**config.mk**
```make
export PLATFORM = sky130hd
export DESIGN_NAME = noc_rr_arbiter
export DESIGN_NICKNAME = d
export VERILOG_FILES = /design/src/rtl/noc_rr_arbiter.sv
export SDC_FILE = /design/constraint.sdc
export NUM_CORES = 1
export LEC_CHECK = 0
export CORE_MARGIN = 2
export CORE_UTILIZATION = 30
export DETAILED_ROUTE_END_ITERATION = 8
export GPL_TIMING_DRIVEN = 0
export HOLD_SLACK_MARGIN = 0.12
export MAX_ROUTING_LAYER = met4
export PLACE_DENSITY = 0.73
export SLEW_MARGIN = 20
export SYNTH_ARGS = -nofsm -noshare
export SYNTH_HDL_FRONTEND = slang
export SYNTH_SLANG_ARGS = --single-unit
```
**constraint.sdc**
```tcl
create_clock -name clk -period 6.8 [get_ports clk]
set_input_delay 0.68 -clock clk [delete_from_list [all_inputs] [get_ports clk]]
set_output_delay 0.68 -clock clk [all_outputs]
set_load 0.02 [all_outputs]
```
**src/rtl/noc_rr_arbiter.sv**
```systemverilog
// Round-robin output-port arbiter for one NOC router output.
// Locks the grant for a whole wormhole packet of PKT_FLITS flits and muxes the
// granted port onto the output channel with zero latency.
module noc_rr_arbiter #(
    parameter int unsigned N_PORTS    = 5,
    parameter int unsigned DATA_WIDTH = 32,
    parameter int unsigned PKT_FLITS  = 5
) (
    input  logic                            clk,
    input  logic                            reset,
    input  logic [N_PORTS-1:0]              in_valid_i,
    input  logic [N_PORTS*DATA_WIDTH-1:0]   in_data_i,
    output logic [N_PORTS-1:0]              in_ready_o,
    output logic                            out_valid_o,
    output logic [DATA_WIDTH-1:0]           out_data_o,
    input  logic                            out_ready_i,
    output logic [N_PORTS-1:0]              grant_o,
    output logic                            busy_o,
    output logic                            pt_inc_o,
    output logic                            pkt_done_o
);

    localparam int unsigned PTR_W = $clog2(N_PORTS);
    localparam int unsigned CNT_W = $clog2(PKT_FLITS);
    localparam int unsigned IDX_W = PTR_W + 1;
    localparam logic [CNT_W-1:0] CNT_LAST = CNT_W'(PKT_FLITS - 1);
    localparam logic [PTR_W-1:0] PTR_LAST = PTR_W'(N_PORTS - 1);

    typedef enum logic {
        IDLE = 1'b0,
        LOCK = 1'b1
    } state_e;

    state_e             state_q;
    logic [N_PORTS-1:0] grant_q;
    logic [PTR_W-1:0]   ptr_q;
    logic [CNT_W-1:0]   cnt_q;

    logic               req_any_c;
    logic [PTR_W-1:0]   winner_c;
    logic               xfer_c;
    logic               tail_c;

    // Round-robin scan: first requester at or after ptr_q, wrapping modulo N_PORTS
    always_comb begin
        logic [IDX_W-1:0] idx;
        idx       = '0;
        req_any_c = 1'b0;
        winner_c  = '0;
        for (int unsigned i = 0; i < N_PORTS; i++) begin
            idx = {1'b0, ptr_q} + IDX_W'(i);
            if (idx >= IDX_W'(N_PORTS)) begin
                idx = idx - IDX_W'(N_PORTS);
            end
            if (!req_any_c && in_valid_i[PTR_W'(idx)]) begin
                req_any_c = 1'b1;
                winner_c  = PTR_W'(idx);
            end
        end
    end

    // Granted-port datapath; grant_q is zero outside LOCK so everything idles at 0
    always_comb begin
        out_valid_o = 1'b0;
        out_data_o  = '0;
        in_ready_o  = '0;
        for (int unsigned p = 0; p < N_PORTS; p++) begin
            if (grant_q[p]) begin
                out_valid_o   = in_valid_i[p];
                out_data_o    = in_data_i[p*DATA_WIDTH +: DATA_WIDTH];
                in_ready_o[p] = out_ready_i;
            end
        end
        xfer_c = out_valid_o & out_ready_i;
        tail_c = xfer_c & (cnt_q == CNT_LAST);
    end

    assign pt_inc_o   = xfer_c;
    assign pkt_done_o = tail_c;
    assign grant_o    = grant_q;
    assign busy_o     = (state_q == LOCK);

    // Arbitration / packet-lock state machine
    always_ff @(posedge clk or negedge reset) begin
        if (!reset) begin
            state_q <= IDLE;
            grant_q <= '0;
            ptr_q   <= '0;
            cnt_q   <= '0;
        end else begin
            case (state_q)
                IDLE: begin
                    if (req_any_c) begin
                        grant_q <= N_PORTS'(1) << winner_c;
                        ptr_q   <= (winner_c == PTR_LAST) ? '0 : winner_c + PTR_W'(1);
                        cnt_q   <= '0;
                        state_q <= LOCK;
                    end
                end
                LOCK: begin
                    if (tail_c) begin
                        cnt_q   <= '0;
                        grant_q <= '0;
                        state_q <= IDLE;
                    end else if (xfer_c) begin
                        cnt_q <= cnt_q + CNT_W'(1);
                    end
                end
                default: begin
                    state_q <= IDLE;
                    grant_q <= '0;
                end
            endcase
        end
    end

endmodule

```
==> impl_results.md, run 1 <==
* 1st-pass router iterations at 4
* Max Slew Vio Count at 0
* Sequential-to-total area share from yosys stat at 10.1%
* Crit-path cells: clkbuf_1, inv_1, ha_1, a221oi_1, mux2_4, nand2_4, nand2_2, or2_2, o32ai_1, o31a_1, inv_1, ha_1, inv_1, nor2_1, a32o_1
* Synth warnings at 0
* Max IR drop VDD at 137 uV
* Die area at 10800 um^2
* Core Box Area at 9730 um^2
* Final nets at 874
* Synth Cell Area at 2980 um^2
* Post-CTS Setup Inserts at 0
* Die height at 104 um
* RR Startpoint: ptr_q[1]
* Tmin final at 4490 ps
* Critical path's largest stage delay at 850 ps
* Buffers on Ports at 212
* CP required at 6930 ps
* Sequential share of power at 24.6%
* DP Worst Slack at 2470 ps
* Top FF cell, synth: dfrtp_1
* Vias/cell at 5.46
* Top cells by area, synth: a21oi_1 (13%), dfrtp_1 (10%), nor2_1 (10%)
* H-tree depth at 1
* Vias in the first global route at 4282
* Proportion of layout cells with a drive suffix above 1 at 4.35%
* Maximum capacitance violations at 0
* IO Pins at 214
* Worst path buffer plus inverter count at 4
* Post-synth ARST share at 100%
* Type of origin of the critical path: flop
* Antenna fix cells at 0
* CP endpoint kind: flop
* Setup crit end: grant_o[4]
* Synth cell types at 57
* Unrepaired setup endpoints after global routing: false
* Sw frac at 25.2%
* P_sw at 0.0770 mW
* Reg2reg path depth at 15
* Fin crit share at 66.1%
* Reg-to-Reg End: grant_o[4]
* Skew-Pair Late Insertion Delay at 240 ps
* Crit path max-delay family: compound AO/OA/AOI/OAI gates
* CTS resizes at 0
* CTS max path bufs at 2
* Row count at 36
* Post-layout util at 54.8%
* Final setup viols at 0
* Hold_buf cts at 0
* Syn_nets at 657
* Critical Path Start: ptr_q[1]
* Post-synthesis register bit count at 12
* # clock sinks at 12
* Top cell type's share of synthesized area at 12.9%
* Hpwl dp at 12500 um
* Antenna Nets Post-Route at 0
* DRC at 0
* Crit. path cell count at 15
* Max FO, Critical Path at 9
* Area leader, netlist: a21oi_1
* Pleak at 2.02 nW
* WL/cell at 18.7 um
* Syn_area_per_cell at 6.31 um^2
* Cell-internal power at 0.229 mW
* Initial Util at 30.7%
* Grt total ovfl at 0
* Outcome: finished clean
* Reg clk slew, reported paths at 50 ps
* Synthesis-to-finish area growth at 78.5%
* Hold Path Class: flop to flop
* Internal reg-to-reg setup slack at 2310 ps
* CTS tree: yes
* Clk pwr share at 25.3%
* Setup TNS at 0 ps
* Syn Inst Count at 473
* Via Count at 4485
* Setup slack after layout at 2310 ps
* Max frequency at 0.223 GHz
* Die X at 104 um
* Worst Hold Slack at 587 ps
* Slew @ Worst Pin at 947 ps
* Critical-path top delay cell: a221oi_1
* Inserted Clock Buffers at 3
* First-pass GRT wire length at 24100 um
* Slew Limit Headroom at 36.9%
* Arr. time, crit path at 4620 ps
* Tot GR Track Use at 28.2%
* Cell mode on critical path: inv_1
* Gpl congestion at 0.994
* WL final at 15300 um
* Largest net degree at the start of global routing at 13
* Layout Skew at 0.978 ps
* Number of enable-type register cells in the synthesized netlist at 0
* Antenna violations before repair at 0
* Final hold vios at 0
* Root Driver: clkbuf_8
* Crit Path Class: flop to flop
* Gate power share at 50.2%
* Pwr dens at 57.4 nW/um^2
* Initial drt markers at 217
[logic make-up after synthesis]
logic type | after synthesis | synth area share [%]
AO/OA/AOI/OAI | 200 | 41.2
XOR/XNOR | 4 | 1.17
adder cells (fa/ha/maj) | 16 | 6.96
buffers and inverters | 54 | 7.17
flip-flops | 12 | 10.1
multiplexers | 19 | 7.71
AND/OR/NAND/NOR | 168 | 25.7
[area by class of cell]
cell class                 count  area [um^2]
fill                         979         4400
inverter                      13         48.8
sequential                    12          300
clock buffer                   4         55.1
tap                          133          166
buffer                        41          165
multi-input combinational    407         2470
timing repair buffer         212         2120
[tightest hold or removal path, cell delays in order (launching register included)]
cell and delay (ps):
dfrtp_1 390, nand3b_1 90, o21ai_0 70
[cell usage after synthesis (3+ instances only)]
master,count
nand2b_1,4
ha_1,15
and2_1,6
nor3b_1,4
a22oi_1,32
buf_2,3
mux2i_1,8
a211oi_1,4
buf_1,4
o31ai_1,4
xnor2_1,4
clkbuf_1,33
a21o_1,3
nor2b_1,6
or3_1,5
o22ai_1,5
inv_1,12
nand3_1,3
mux2_2,8
o21ai_0,46
o2111ai_1,3
a22o_1,3
a21oi_1,77
dfrtp_1,12
nor2_1,80
nand2_1,45
a221oi_1,3
nand3b_1,4
[sequential cells by signal (all words and copies together), names as in the netlist]
signal and cells:
busy_o 1, cnt_q 3, grant_o 5, ptr_q 3
[metal layers]
metal	GRT usage, %	vias to the layer above	wire (um)
met4	2.80	0	163
met2	51.0	220	7910
met5	-	-	0
li1	-	2140	-
met3	4.28	12	1110
met1	34.5	2113	6160
[worst min path at each step]
stage / slack [ps] / startpoint / endpoint / depth (start not counted)
after floorplan: 380 / reset / busy_o / 0
after global placement: 550 / cnt_q[2] / cnt_q[2] / 2
after detailed placement: 570 / cnt_q[2] / cnt_q[2] / 2
after CTS: 580 / cnt_q[2] / cnt_q[2] / 2
after global routing: 600 / cnt_q[2] / cnt_q[2] / 2
final: 590 / cnt_q[2] / cnt_q[2] / 2
[power groups by stage]
stage,clock [mW],combinational (mW),sequential [mW]
after floorplan,0,0.0375,0.0757
after global placement,0,0.149,0.0759
after detailed placement,0,0.151,0.0762
after CTS,0.0771,0.152,0.0751
after global routing,0.0816,0.163,0.0753
final,0.0773,0.153,0.0750
[layout by cell type, fill, tap and decap left out, drive strengths merged, types with 2 or more instances in the layout]
cell           count
a211oi             4
a21o               3
a21oi             77
a221oi             3
a22o               3
a22oi             32
a311oi             2
a31oi              2
a32o               2
and2               6
buf                8
clkbuf            37
clkdlybuf4s50    212
dfrtp             12
ha                15
inv               12
mux2               9
mux2i              8
mux4               2
nand2             47
nand2b             4
nand3              3
nand3b             4
nor2              80
nor2b              6
nor3b              4
o2111ai            3
o211a              2
o21ai             47
o22ai              5
o31ai              6
o32ai              2
or2                2
or3                6
xnor2              4
[metrics by stage]
stage / instance area, um^2 / total power, mW / std cells
2_1_floorplan: 2980 / 0.113 / 473
3_3_place_gp: 5270 / 0.225 / 818
3_5_place_dp: 5270 / 0.227 / 818
4_1_cts: 5330 / 0.304 / 822
5_1_grt: 5330 / 0.320 / 822
6_report: 5330 / 0.306 / 822
(Power assumes the default switching activity.)
==> run 2: changes to the inputs <==
--- a/config.mk
+++ b/config.mk
@@ -11,7 +11,7 @@
 export GPL_TIMING_DRIVEN = 0
 export HOLD_SLACK_MARGIN = 0.12
 export MAX_ROUTING_LAYER = met4
-export PLACE_DENSITY = 0.73
+export PLACE_DENSITY = 0.76
 export SLEW_MARGIN = 20
 export SYNTH_ARGS = -nofsm -noshare
 export SYNTH_HDL_FRONTEND = slang
==> constraint.sdc (replaced) <==
create_clock -name clk -period 3.7 [get_ports clk]
set_input_delay 0.37 -clock clk [delete_from_list [all_inputs] [get_ports clk]]
set_output_delay 0.37 -clock clk [all_outputs]
set_load 0.02 [all_outputs]
==> impl_results.md, run 2 (same netlist as run 1, synthesis figures left out) <==
* Pwr dens at 98.7 nW/um^2
* Setup slack after layout at 53.2 ps
* Initial Util at 30.7%
* Inserted Clock Buffers at 3
* Crit Path Class: flop to flop
* Pleak at 2.19 nW
* Met1 usage at 33.9%
* CP endpoint kind: flop
* Final setup viols at 0
* Slew @ Worst Pin at 596 ps
* CTS max path bufs at 2
* Die X at 104 um
* Most common cell after layout, fill and taps aside: clkdlybuf4s50_1
* Slew Limit Headroom at 60.2%
* Max IR drop VDD at 233 uV
* Type of origin of the critical path: flop
* Reg clk slew, reported paths at 50 ps
* Grt total ovfl at 0
* Buffers on Ports at 212
* Post-route cell area at 5690 um^2
* CTS tree: yes
* DP Worst Slack at -607 ps
* Max FO, Critical Path at 10
* Via Count at 4580
* Internal reg-to-reg setup slack at 50 ps
* WL final at 15800 um
* Hold Path Class: input port to asynchronous set/reset pin
* Final hold vios at 0
* Core Box Area at 9730 um^2
* Max Slew Vio Count at 0
* Initial drt markers at 328
* Arr. time, crit path at 3770 ps
* Antenna fix cells at 0
* Vias/cell at 5.47
* Fin crit share at 98.6%
* Vias in the first global route at 4382
* Max frequency at 0.274 GHz
* Setup TNS at 0 ps
* Area post-placement at 5270 um^2
* Gpl congestion at 0.993
* First-pass GRT wire length at 24100 um
* Design Power at 0.562 mW
* DP Cell Count at 818
* Most frequent cells in the layout: clkdlybuf4s50_1 (211), nor2_1 (80), a21oi_1 (76), nand2_1 (45), o21ai_0 (43)
* Proportion of layout cells with a drive suffix above 1 at 11.8%
* # clock sinks at 12
* Post-layout util at 58.5%
* Worst Hold Slack at 490 ps
* Tmin final at 3650 ps
* Die height at 104 um
* IO Pins at 214
* Outcome: finished clean
* H-tree depth at 1
* Antenna Nets Post-Route at 0
* Antenna violations before repair at 0
* 1st-pass router iterations at 6
* WL/cell at 18.8 um
* Fillers at 911
* Final nets at 890
* Layout Skew at 1.95 ps
* Die area at 10800 um^2
* DRC at 0
* Largest net degree at the start of global routing at 13
* Gr busiest metal: met2
* Row count at 36
* Synthesis-to-finish area growth at 90.7%
* Hpwl dp at 12200 um
* Hold_buf cts at 0
* Final Non-Filler Cells at 837
* GR Layer Usage met2 at 48.2%
* Skew-Pair Late Insertion Delay at 240 ps
* CP required at 3820 ps
* Met3 GRT Util at 5.92%
* Max FFs per register at 5
* Tot GR Track Use at 28.1%
* Maximum capacitance violations at 0
* Root Driver: clkbuf_8
## run 2: cell count changes in the layout (fill, tap and decap cells not counted), sizes merged
cell,delta
buf,+18
clkbuf,-3
clkdlybuf4s50,-1
clkinv,-1
clkinvlp,+1
dlymetal6s2s,+1
## run 2: final cells by class
cell class / instances / area, um^2 / area share (%)
clock buffer: 3 / 41.3 / 0.726
multi-input combinational: 407 / 2670 / 46.9
tap: 133 / 166 / 2.92
buffer: 40 / 200 / 3.52
timing repair buffer: 229 / 2250 / 39.6
sequential: 12 / 304 / 5.34
inverter: 13 / 60.1 / 1.06
## run 2: worst max-delay path, cell delays in order (launching register included)
cell and delay, ps:
dfrtp_2 440, buf_12 150, inv_8 80, ha_2 190, inv_1 50, fa_2 360, or4_1 520, a211o_1 360
buf_4 170, a31oi_2 230, o32ai_2 120, o31a_1 190, ha_1 230, ha_1 200, a32o_1 240
## run 2: timing repair
item,in CTS,in global routing
endpoints found under the setup margin,12,34
resized for setup,22,44
pin swaps,3,6
setup buffers,8,9
## run 2: where the power goes
group / internal [mW] / switching (mW) / total (mW)
sequential: 0.135 / 0.00259 / 0.137
combinational: 0.208 / 0.101 / 0.309
clock: 0.0714 / 0.0436 / 0.115
total: 0.414 / 0.148 / 0.562
## run 2: routing by layer
metal,up-vias,wire length [um]
met4,0,473
met1,2114,6200
met3,34,1290
li1,2182,-
met2,250,7790
met5,-,0
## run 2: final timing paths
kind	cells after the start	end	startpoint
min in group clk	2	cnt_q[2]	cnt_q[2]
max reg2reg	14	grant_o[3]	ptr_q[0]
min	1	ptr_q[1]	reset
max in group asynchronous	1	ptr_q[0]	reset
min reg2reg	2	cnt_q[2]	cnt_q[2]
max	14	grant_o[3]	ptr_q[0]
